$ cat config.mk
export PLATFORM = sky130hd
export DESIGN_NAME = cpu_ad48_run_ctrl
export DESIGN_NICKNAME = d
export VERILOG_FILES = /design/src/rtl/cpu_ad48_run_ctrl.sv
export SDC_FILE = /design/constraint.sdc
export NUM_CORES = 1
export LEC_CHECK = 0
export CAP_MARGIN = 20
export CORE_MARGIN = 2
export CORE_UTILIZATION = 52
export CTS_CLUSTER_SIZE = 24
export DETAILED_ROUTE_END_ITERATION = 10
export PLACE_DENSITY = 0.84
export RECOVER_POWER = 100
export SKIP_CTS_REPAIR_TIMING = 1
export SYNTH_ARGS = -nofsm -noshare
export SYNTH_HDL_FRONTEND = slang
export SYNTH_SLANG_ARGS = --single-unit
$ cat constraint.sdc
create_clock -name clk -period 5.55 [get_ports clk]
set_input_delay 1.11 -clock clk [delete_from_list [all_inputs] [get_ports clk]]
set_output_delay 1.11 -clock clk [all_outputs]
set_load 0.01 [all_outputs]
$ cat src/rtl/cpu_ad48_run_ctrl.sv
// rtl/cpu_ad48_run_ctrl.sv - IMEM clear/load, core reset hold, run cycle counting for cpu_ad48
module cpu_ad48_run_ctrl #(
  parameter int IM_WORDS = 128,
  parameter int IM_AW    = 7,
  parameter int RST_HOLD = 4,
  parameter int TIMEOUT  = 4096,
  parameter int CW       = 32
) (
  input  logic             clk,
  input  logic             resetn,
  input  logic             start,
  input  logic             ld_valid,
  output logic             ld_ready,
  input  logic [47:0]      ld_data,
  input  logic             ld_last,
  output logic             im_we,
  output logic [IM_AW-1:0] im_waddr,
  output logic [47:0]      im_wdata,
  output logic             core_resetn,
  input  logic             core_halt,
  output logic             busy,
  output logic             done,
  output logic             err_ovf,
  output logic             err_tmo,
  output logic [CW-1:0]    cycles,
  output logic [IM_AW:0]   words
);

  typedef enum logic [2:0] {S_IDLE, S_CLEAR, S_LOAD, S_HOLD, S_RUN, S_DONE} state_t;

  localparam int HW = $clog2(RST_HOLD) + 1;
  localparam logic [IM_AW-1:0] LAST_ADDR = IM_AW'(IM_WORDS - 1);
  localparam logic [IM_AW:0]   LAST_WORD = (IM_AW + 1)'(IM_WORDS - 1);
  localparam logic [HW-1:0]    HOLD_LAST = HW'(RST_HOLD - 1);
  localparam logic [CW-1:0]    TMO_VAL   = CW'(TIMEOUT);

  state_t             state_q, state_d;
  logic               ld_ready_q, ld_ready_d;
  logic               im_we_q, im_we_d;
  logic [IM_AW-1:0]   im_waddr_q, im_waddr_d;
  logic [47:0]        im_wdata_q, im_wdata_d;
  logic               core_resetn_q, core_resetn_d;
  logic               busy_q, busy_d;
  logic               done_q, done_d;
  logic               err_ovf_q, err_ovf_d;
  logic               err_tmo_q, err_tmo_d;
  logic [CW-1:0]      cycles_q, cycles_d;
  logic [IM_AW:0]     words_q, words_d;
  logic [HW-1:0]      hold_cnt_q, hold_cnt_d;

  // Next-state and next-output logic; the load address is the running word count.
  always_comb begin
    state_d       = state_q;
    ld_ready_d    = ld_ready_q;
    im_we_d       = 1'b0;
    im_waddr_d    = im_waddr_q;
    im_wdata_d    = im_wdata_q;
    core_resetn_d = core_resetn_q;
    busy_d        = busy_q;
    done_d        = 1'b0;
    err_ovf_d     = err_ovf_q;
    err_tmo_d     = err_tmo_q;
    cycles_d      = cycles_q;
    words_d       = words_q;
    hold_cnt_d    = hold_cnt_q;
    case (state_q)
      S_IDLE: begin
        core_resetn_d = 1'b0;
        busy_d        = 1'b0;
        ld_ready_d    = 1'b0;
        if (start) begin
          state_d    = S_CLEAR;
          busy_d     = 1'b1;
          im_we_d    = 1'b1;
          im_waddr_d = '0;
          im_wdata_d = '0;
          err_ovf_d  = 1'b0;
          err_tmo_d  = 1'b0;
          cycles_d   = '0;
          words_d    = '0;
        end
      end
      S_CLEAR: begin
        if (im_waddr_q == LAST_ADDR) begin
          state_d    = S_LOAD;
          ld_ready_d = 1'b1;
        end else begin
          im_we_d    = 1'b1;
          im_waddr_d = im_waddr_q + 1'b1;
        end
      end
      S_LOAD: begin
        if (ld_valid && ld_ready_q) begin
          im_we_d    = 1'b1;
          im_waddr_d = words_q[IM_AW-1:0];
          im_wdata_d = ld_data;
          words_d    = words_q + 1'b1;
          if (ld_last) begin
            state_d    = S_HOLD;
            ld_ready_d = 1'b0;
            hold_cnt_d = '0;
          end else if (words_q == LAST_WORD) begin
            state_d    = S_DONE;
            ld_ready_d = 1'b0;
            err_ovf_d  = 1'b1;
            done_d     = 1'b1;
          end
        end
      end
      S_HOLD: begin
        if (hold_cnt_q == HOLD_LAST) begin
          state_d       = S_RUN;
          core_resetn_d = 1'b1;
          cycles_d      = '0;
        end else begin
          hold_cnt_d = hold_cnt_q + 1'b1;
        end
      end
      S_RUN: begin
        // Halt is tested first so that a halt coinciding with the timeout is not an error.
        if (core_halt) begin
          state_d       = S_DONE;
          done_d        = 1'b1;
          core_resetn_d = 1'b0;
        end else if (cycles_q == TMO_VAL) begin
          state_d       = S_DONE;
          done_d        = 1'b1;
          core_resetn_d = 1'b0;
          err_tmo_d     = 1'b1;
        end else if (cycles_q != '1) begin
          cycles_d = cycles_q + 1'b1;
        end
      end
      S_DONE: begin
        state_d = S_IDLE;
        busy_d  = 1'b0;
      end
      default: state_d = S_IDLE;
    endcase
  end

  // State and registered outputs; async reset parks the core in reset.
  always_ff @(posedge clk or negedge resetn) begin
    if (!resetn) begin
      state_q       <= S_IDLE;
      ld_ready_q    <= 1'b0;
      im_we_q       <= 1'b0;
      im_waddr_q    <= '0;
      im_wdata_q    <= '0;
      core_resetn_q <= 1'b0;
      busy_q        <= 1'b0;
      done_q        <= 1'b0;
      err_ovf_q     <= 1'b0;
      err_tmo_q     <= 1'b0;
      cycles_q      <= '0;
      words_q       <= '0;
      hold_cnt_q    <= '0;
    end else begin
      state_q       <= state_d;
      ld_ready_q    <= ld_ready_d;
      im_we_q       <= im_we_d;
      im_waddr_q    <= im_waddr_d;
      im_wdata_q    <= im_wdata_d;
      core_resetn_q <= core_resetn_d;
      busy_q        <= busy_d;
      done_q        <= done_d;
      err_ovf_q     <= err_ovf_d;
      err_tmo_q     <= err_tmo_d;
      cycles_q      <= cycles_d;
      words_q       <= words_d;
      hold_cnt_q    <= hold_cnt_d;
    end
  end

  assign ld_ready    = ld_ready_q;
  assign im_we       = im_we_q;
  assign im_waddr    = im_waddr_q;
  assign im_wdata    = im_wdata_q;
  assign core_resetn = core_resetn_q;
  assign busy        = busy_q;
  assign done        = done_q;
  assign err_ovf     = err_ovf_q;
  assign err_tmo     = err_tmo_q;
  assign cycles      = cycles_q;
  assign words       = words_q;

endmodule

* Yosys cells after proc, flatten, opt, wreduce, memory -nomap -nowiden
Index checks and enable logic that the tools add are counted.
Widths: inputs -> output; s select.
** Word-level totals
- Register bits :: 108
- Input bits :: 54
- Output and inout bits :: 102
- Logic and storage cells :: 116
** Cells by class
- Add/subtract/negate cells :: 4
- Equal/unequal tests :: 25
- Multiplexer cells :: 57
- Reductions and logical operators :: 17
** Operators by type and width (count)
- $mux 32 :: 5
- $mux 48 :: 2
- $pmux 32 s3 :: 1
- $pmux 48 s2 :: 1
- $mux 3 :: 11
- $add 32x1->32 const B :: 1
- $eq 32x13->1 const B :: 1
- $ne 32x32->1 const B :: 1
- $ne 2x2->1 const B :: 13
- $mux 1 :: 21
- $mux 7 :: 3
- $pmux 7 s3 :: 1
- $mux 8 :: 2
- $pmux 8 s2 :: 1
- $reduce_and 4->1 :: 4
- $pmux 3 s5 :: 1
- $reduce_and 6->1 :: 2
- $eq 3x2->1 const B :: 3
- $pmux 1 s3 :: 3
- $add 8x1->8 const B :: 1
- $eq 8x7->1 const B :: 1
- $pmux 1 s2 :: 4
- $reduce_bool 2->1 :: 4
- $add 7x1->7 const B :: 1
- 11 further kinds :: 15

* Depth between registers and ports, before layout
- Word-level depth :: 5
- Mapped depth :: 9
- Depth with buffers taken out :: 7

* Least setup slack after synthesis
OpenSTA, ideal clock, no wires.
- Path kind :: in2reg
- From :: input port start
- To :: register im_waddr_q[2], in the netlist im_waddr[2]
- Library setup time :: 0.133 ns
- Arrival time :: 2.399 ns
- Data required time :: 5.417 ns
- Slack :: 3.018 ns
- Stages on the path :: 7
- Buffers on the path :: 2
- Path through :: or4b_2 > clkbuf_1 > o21ai_0 > a21oi_1 > clkbuf_1 > o21ai_0 > o21ai_0
** Between the ends
- Cells in the longest elaborated chain, start to end :: 2
** Ends and longest elaborated chain
- start: declaration :: line 11 : input logic start,
- $ne 2x2->1 (no source line)
- $reduce_and 4->1 (no source line)
- end signal: assignment :: line 162 : im_waddr_q <= im_waddr_d;
- end: declaration :: line 40 : logic [IM_AW-1:0] im_waddr_q, im_waddr_d;
Every way passes these cells.
A chain may end at the register's enable or synchronous reset.

* Worst setup path after layout
- From :: input port start
- To :: register im_waddr_q[0], in the netlist im_waddr[0]
The elaborated chain is that of the path after synthesis.

==> impl_metrics.json <==
{
  "clk_latency_ps": 370,
  "max_cap_viol_count": 3,
  "synth_edf_count": 0,
  "cts_root_buf": "clkbuf_8",
  "drt-total-wl_um": 15540,
  "drive_gt1_share_pct": 4.167,
  "ios": 156,
  "max_stage_delay_ps": 1310,
  "synth_top_area_share_pct": 49.64,
  "dieHeight_um": 106.3,
  "die_w_um": 106.3,
  "vias": 5226,
  "clock_path_buffers": 2,
  "worst_pin_slew_ps": 2007,
  "startpoint_type": "input pin",
  "crit_type": "input pin to flip-flop",
  "track_usage_pct": 28.15,
  "numCtsBuffers": 9,
  "finalHoldWorstSlack_ps": 507.9,
  "cp-end-kind": "flip-flop",
  "synth.largest_area_cell": "dfrtp_1",
  "grt_max_degree": 72,
  "start_util_pct": 53.21,
  "num_rows": 37,
  "place_congestion": 0.9392,
  "die-area_um2": 11300,
  "yosysWarningCount": 0,
  "ys_ff_latch": 108,
  "ctsHtreeMaxLevel": 3,
  "port_buffers": 155,
  "syn_inst": 607,
  "cts_sinks": 108,
  "status": "finished with violations",
  "cp_max_fo": 50,
  "pre_cts_ws_ps": 1472,
  "worstPathCellList": "dlygate4sd3_1, or4b_1, o21ai_0, a21oi_1, inv_1, mux2_2",
  "timing.slew.headroom_pct": -33.78,
  "seqCellArea_um2": 2703,
  "hp-class": "flip-flop to flip-flop",
  "multi_input_area_um2": 2501,
  "n_fill_cell": 802,
  "vias_per_cell": 5.932,
  "yosysSeqAreaShare_pct": 49.64,
  "async_flop_share_pct": 100.0,
  "drc": 0,
  "leakage_nw": 3.259,
  "min_period_ps": 4402,
  "dp.final_hpwl_um": 11080,
  "required_ps": 5810,
  "ir_drop_mv": 0.1639,
  "grt_pass1_wl_um": 25410,
  "ys_top_cells_by_area": "dfrtp_1 50%, nand2_1 9.1%, o21ai_0 7.1%",
  "drtIter0Drc": 449,
  "power.density_nw_per_um2": 240.4,
  "nets": 799,
  "setup_viol": 0,
  "area_growth_pct": 32.91,
  "antenna_found_initial": 1,
  "ys.flop_type": "dfrtp_1",
  "finalHoldViolations": 0,
  "setup_slack_ps": 1148,
  "wl_per_cell_um": 17.63,
  "fin_crit_sh_pct": 79.31,
  "gr-total-overflow": 0,
  "slew_violations": 120,
  "rsz0062_at_grt": "no",
  "first_global_vias": 5019,
  "slowest_stage": "or4b_1",
  "syn-cell-area_um2": 5444,
  "first_pass_iters": 5,
  "synthDistinctLibCells": 60,
  "skew_ps": 13.44,
  "power.total_mw": 1.740,
  "synth_nets": 667,
  "utilization_pct": 70.72,
  "crit_arrival_ps": 4670,
  "cts_tree": "done",
  "setup_tns_ps": 0,
  "fp.coreArea_um2": 10230,
  "violations": "capacitance limit, slew limit",
  "fmax_mhz": 227.2,
  "antenna_left": 0,
  "clk_pin_slew_worst_paths_ps": 110,
  "syn_area_per_cell_um2": 8.969
}
==> power breakdown <==
part	switching, mW	total [mW]	internal [mW]
combinational	0.203	0.345	0.143
sequential	0.0563	0.887	0.831
clock	0.290	0.507	0.217
==> through the flow <==
step | instance area [um^2] | instances
final | 7236 | 881
after global routing | 7236 | 881
after CTS | 7224 | 879
after detailed placement | 7017 | 863
after global placement | 7005 | 862
after floorplan | 5444 | 607
==> flip-flops by register name (all words and copies together), names as in the netlist <==
signal,flops
err_ovf,1
busy,1
state_q,3
ld_ready,1
done,1
im_wdata,48
im_we,1
words,8
im_waddr,7
hold_cnt_q,3
err_tmo,1
cycles,32
core_resetn,1
==> synthesized netlist by cell type (all sizes together), types with 9 or more instances <==
| master | n |
|---|---|
| nand2 | 132 |
| dfrtp | 108 |
| o21ai | 78 |
| nor2 | 30 |
| nand3 | 23 |
| a31oi | 20 |
| clkbuf | 20 |
| buf | 19 |
| nand4 | 15 |
| inv | 14 |
| and4 | 11 |
| nor4 | 11 |
| nor3 | 10 |
| a21oi | 9 |
| o31ai | 9 |
==> worst max-delay path, delay by kind of cell <==
kind	cells	cell delay, ps
buffers and inverters	2	740
muxes	1	300
AOI/OAI and AO/OA	2	1200
and+or+nand+nor	1	1310
==> area by class of cell <==
| cell class | instances | share of cell area, % |
|---|---|---|
| Clock buffer | 9 | 1.712 |
| Sequential cell | 108 | 37.35 |
| Timing Repair Buffer | 160 | 22.10 |
| Multi-Input combinational cell | 446 | 34.57 |
| Antenna cell | 1 | 0.03458 |
| Tap cell | 136 | 2.352 |
| Clock inverter | 7 | 1.159 |
| Inverter | 14 | 0.7263 |
==> cell families after synthesis <==
kind of cell | after synthesis | share of synthesized area, %
XOR/XNOR | 9 | 1.448
AND/OR/NAND/NOR | 268 | 24.13
adder cells (fa/ha/maj) | 6 | 1.379
buffers and inverters | 53 | 4.413
flip-flops | 108 | 49.64
multiplexers | 3 | 0.5975
AO/OA/AOI/OAI | 160 | 18.39
==> layout by cell type, fill, tap and decap left out, types with 3 or more instances in the layout <==
| cell | synthesis | final |
|---|---|---|
| nand2_1 | 132 | 132 |
| dfrtp_1 | 108 | 108 |
| dlygate4sd3_1 | 0 | 104 |
| o21ai_0 | 77 | 78 |
| clkdlybuf4s50_1 | 0 | 50 |
| nor2_1 | 30 | 30 |
| nand3_1 | 23 | 23 |
| a31oi_1 | 20 | 20 |
| inv_1 | 14 | 14 |
| nand4_1 | 13 | 13 |
| nor4_1 | 11 | 11 |
| nor3_1 | 10 | 10 |
| a21oi_1 | 9 | 9 |
| o31ai_1 | 9 | 9 |
| clkbuf_8 | 0 | 9 |
| and3_1 | 8 | 8 |
| and4_1 | 8 | 8 |
| o311ai_0 | 8 | 8 |
| xor2_1 | 6 | 6 |
| ha_1 | 6 | 6 |
| nor2b_1 | 5 | 5 |
| a41oi_1 | 5 | 5 |
| nand2b_1 | 4 | 4 |
| o21a_1 | 4 | 4 |
| a22o_1 | 4 | 4 |
| nor4b_1 | 3 | 3 |
| and2_1 | 3 | 3 |
| a32oi_1 | 3 | 3 |
| or3_1 | 3 | 3 |
| xnor2_1 | 3 | 3 |
| clkinvlp_4 | 0 | 3 |
| buf_4 | 2 | 3 |
==> routing by layer <==
metal  GRT usage (%)  up-vias  routed length (um)
met1           36.03     2510                6217
met5               0        -                   0
li1                -     2451                   -
met3           8.155       26                1365
met2           45.88      239                7639
met4           9.586        0                 313
==> final timing paths <==
kind | from | end | slack, ps | cells after the start
max in group asynchronous | resetn | im_wdata[26]$_DFFE_PN0P_ | 2330 | 2
min in group asynchronous | resetn | cycles[12]$_DFFE_PN0P_ | 840 | 1
hold / removal | hold_cnt_q[0]$_DFFE_PN0P_ | hold_cnt_q[0]$_DFFE_PN0P_ | 510 | 1
setup / recovery | start | im_waddr[0]$_DFFE_PN0P_ | 1150 | 6
setup reg to reg | state_q[1]$_DFFE_PN0P_ | im_waddr[0]$_DFFE_PN0P_ | 1810 | 5
hold reg to reg | hold_cnt_q[0]$_DFFE_PN0P_ | hold_cnt_q[0]$_DFFE_PN0P_ | 510 | 1
(Power assumes the default switching activity.)
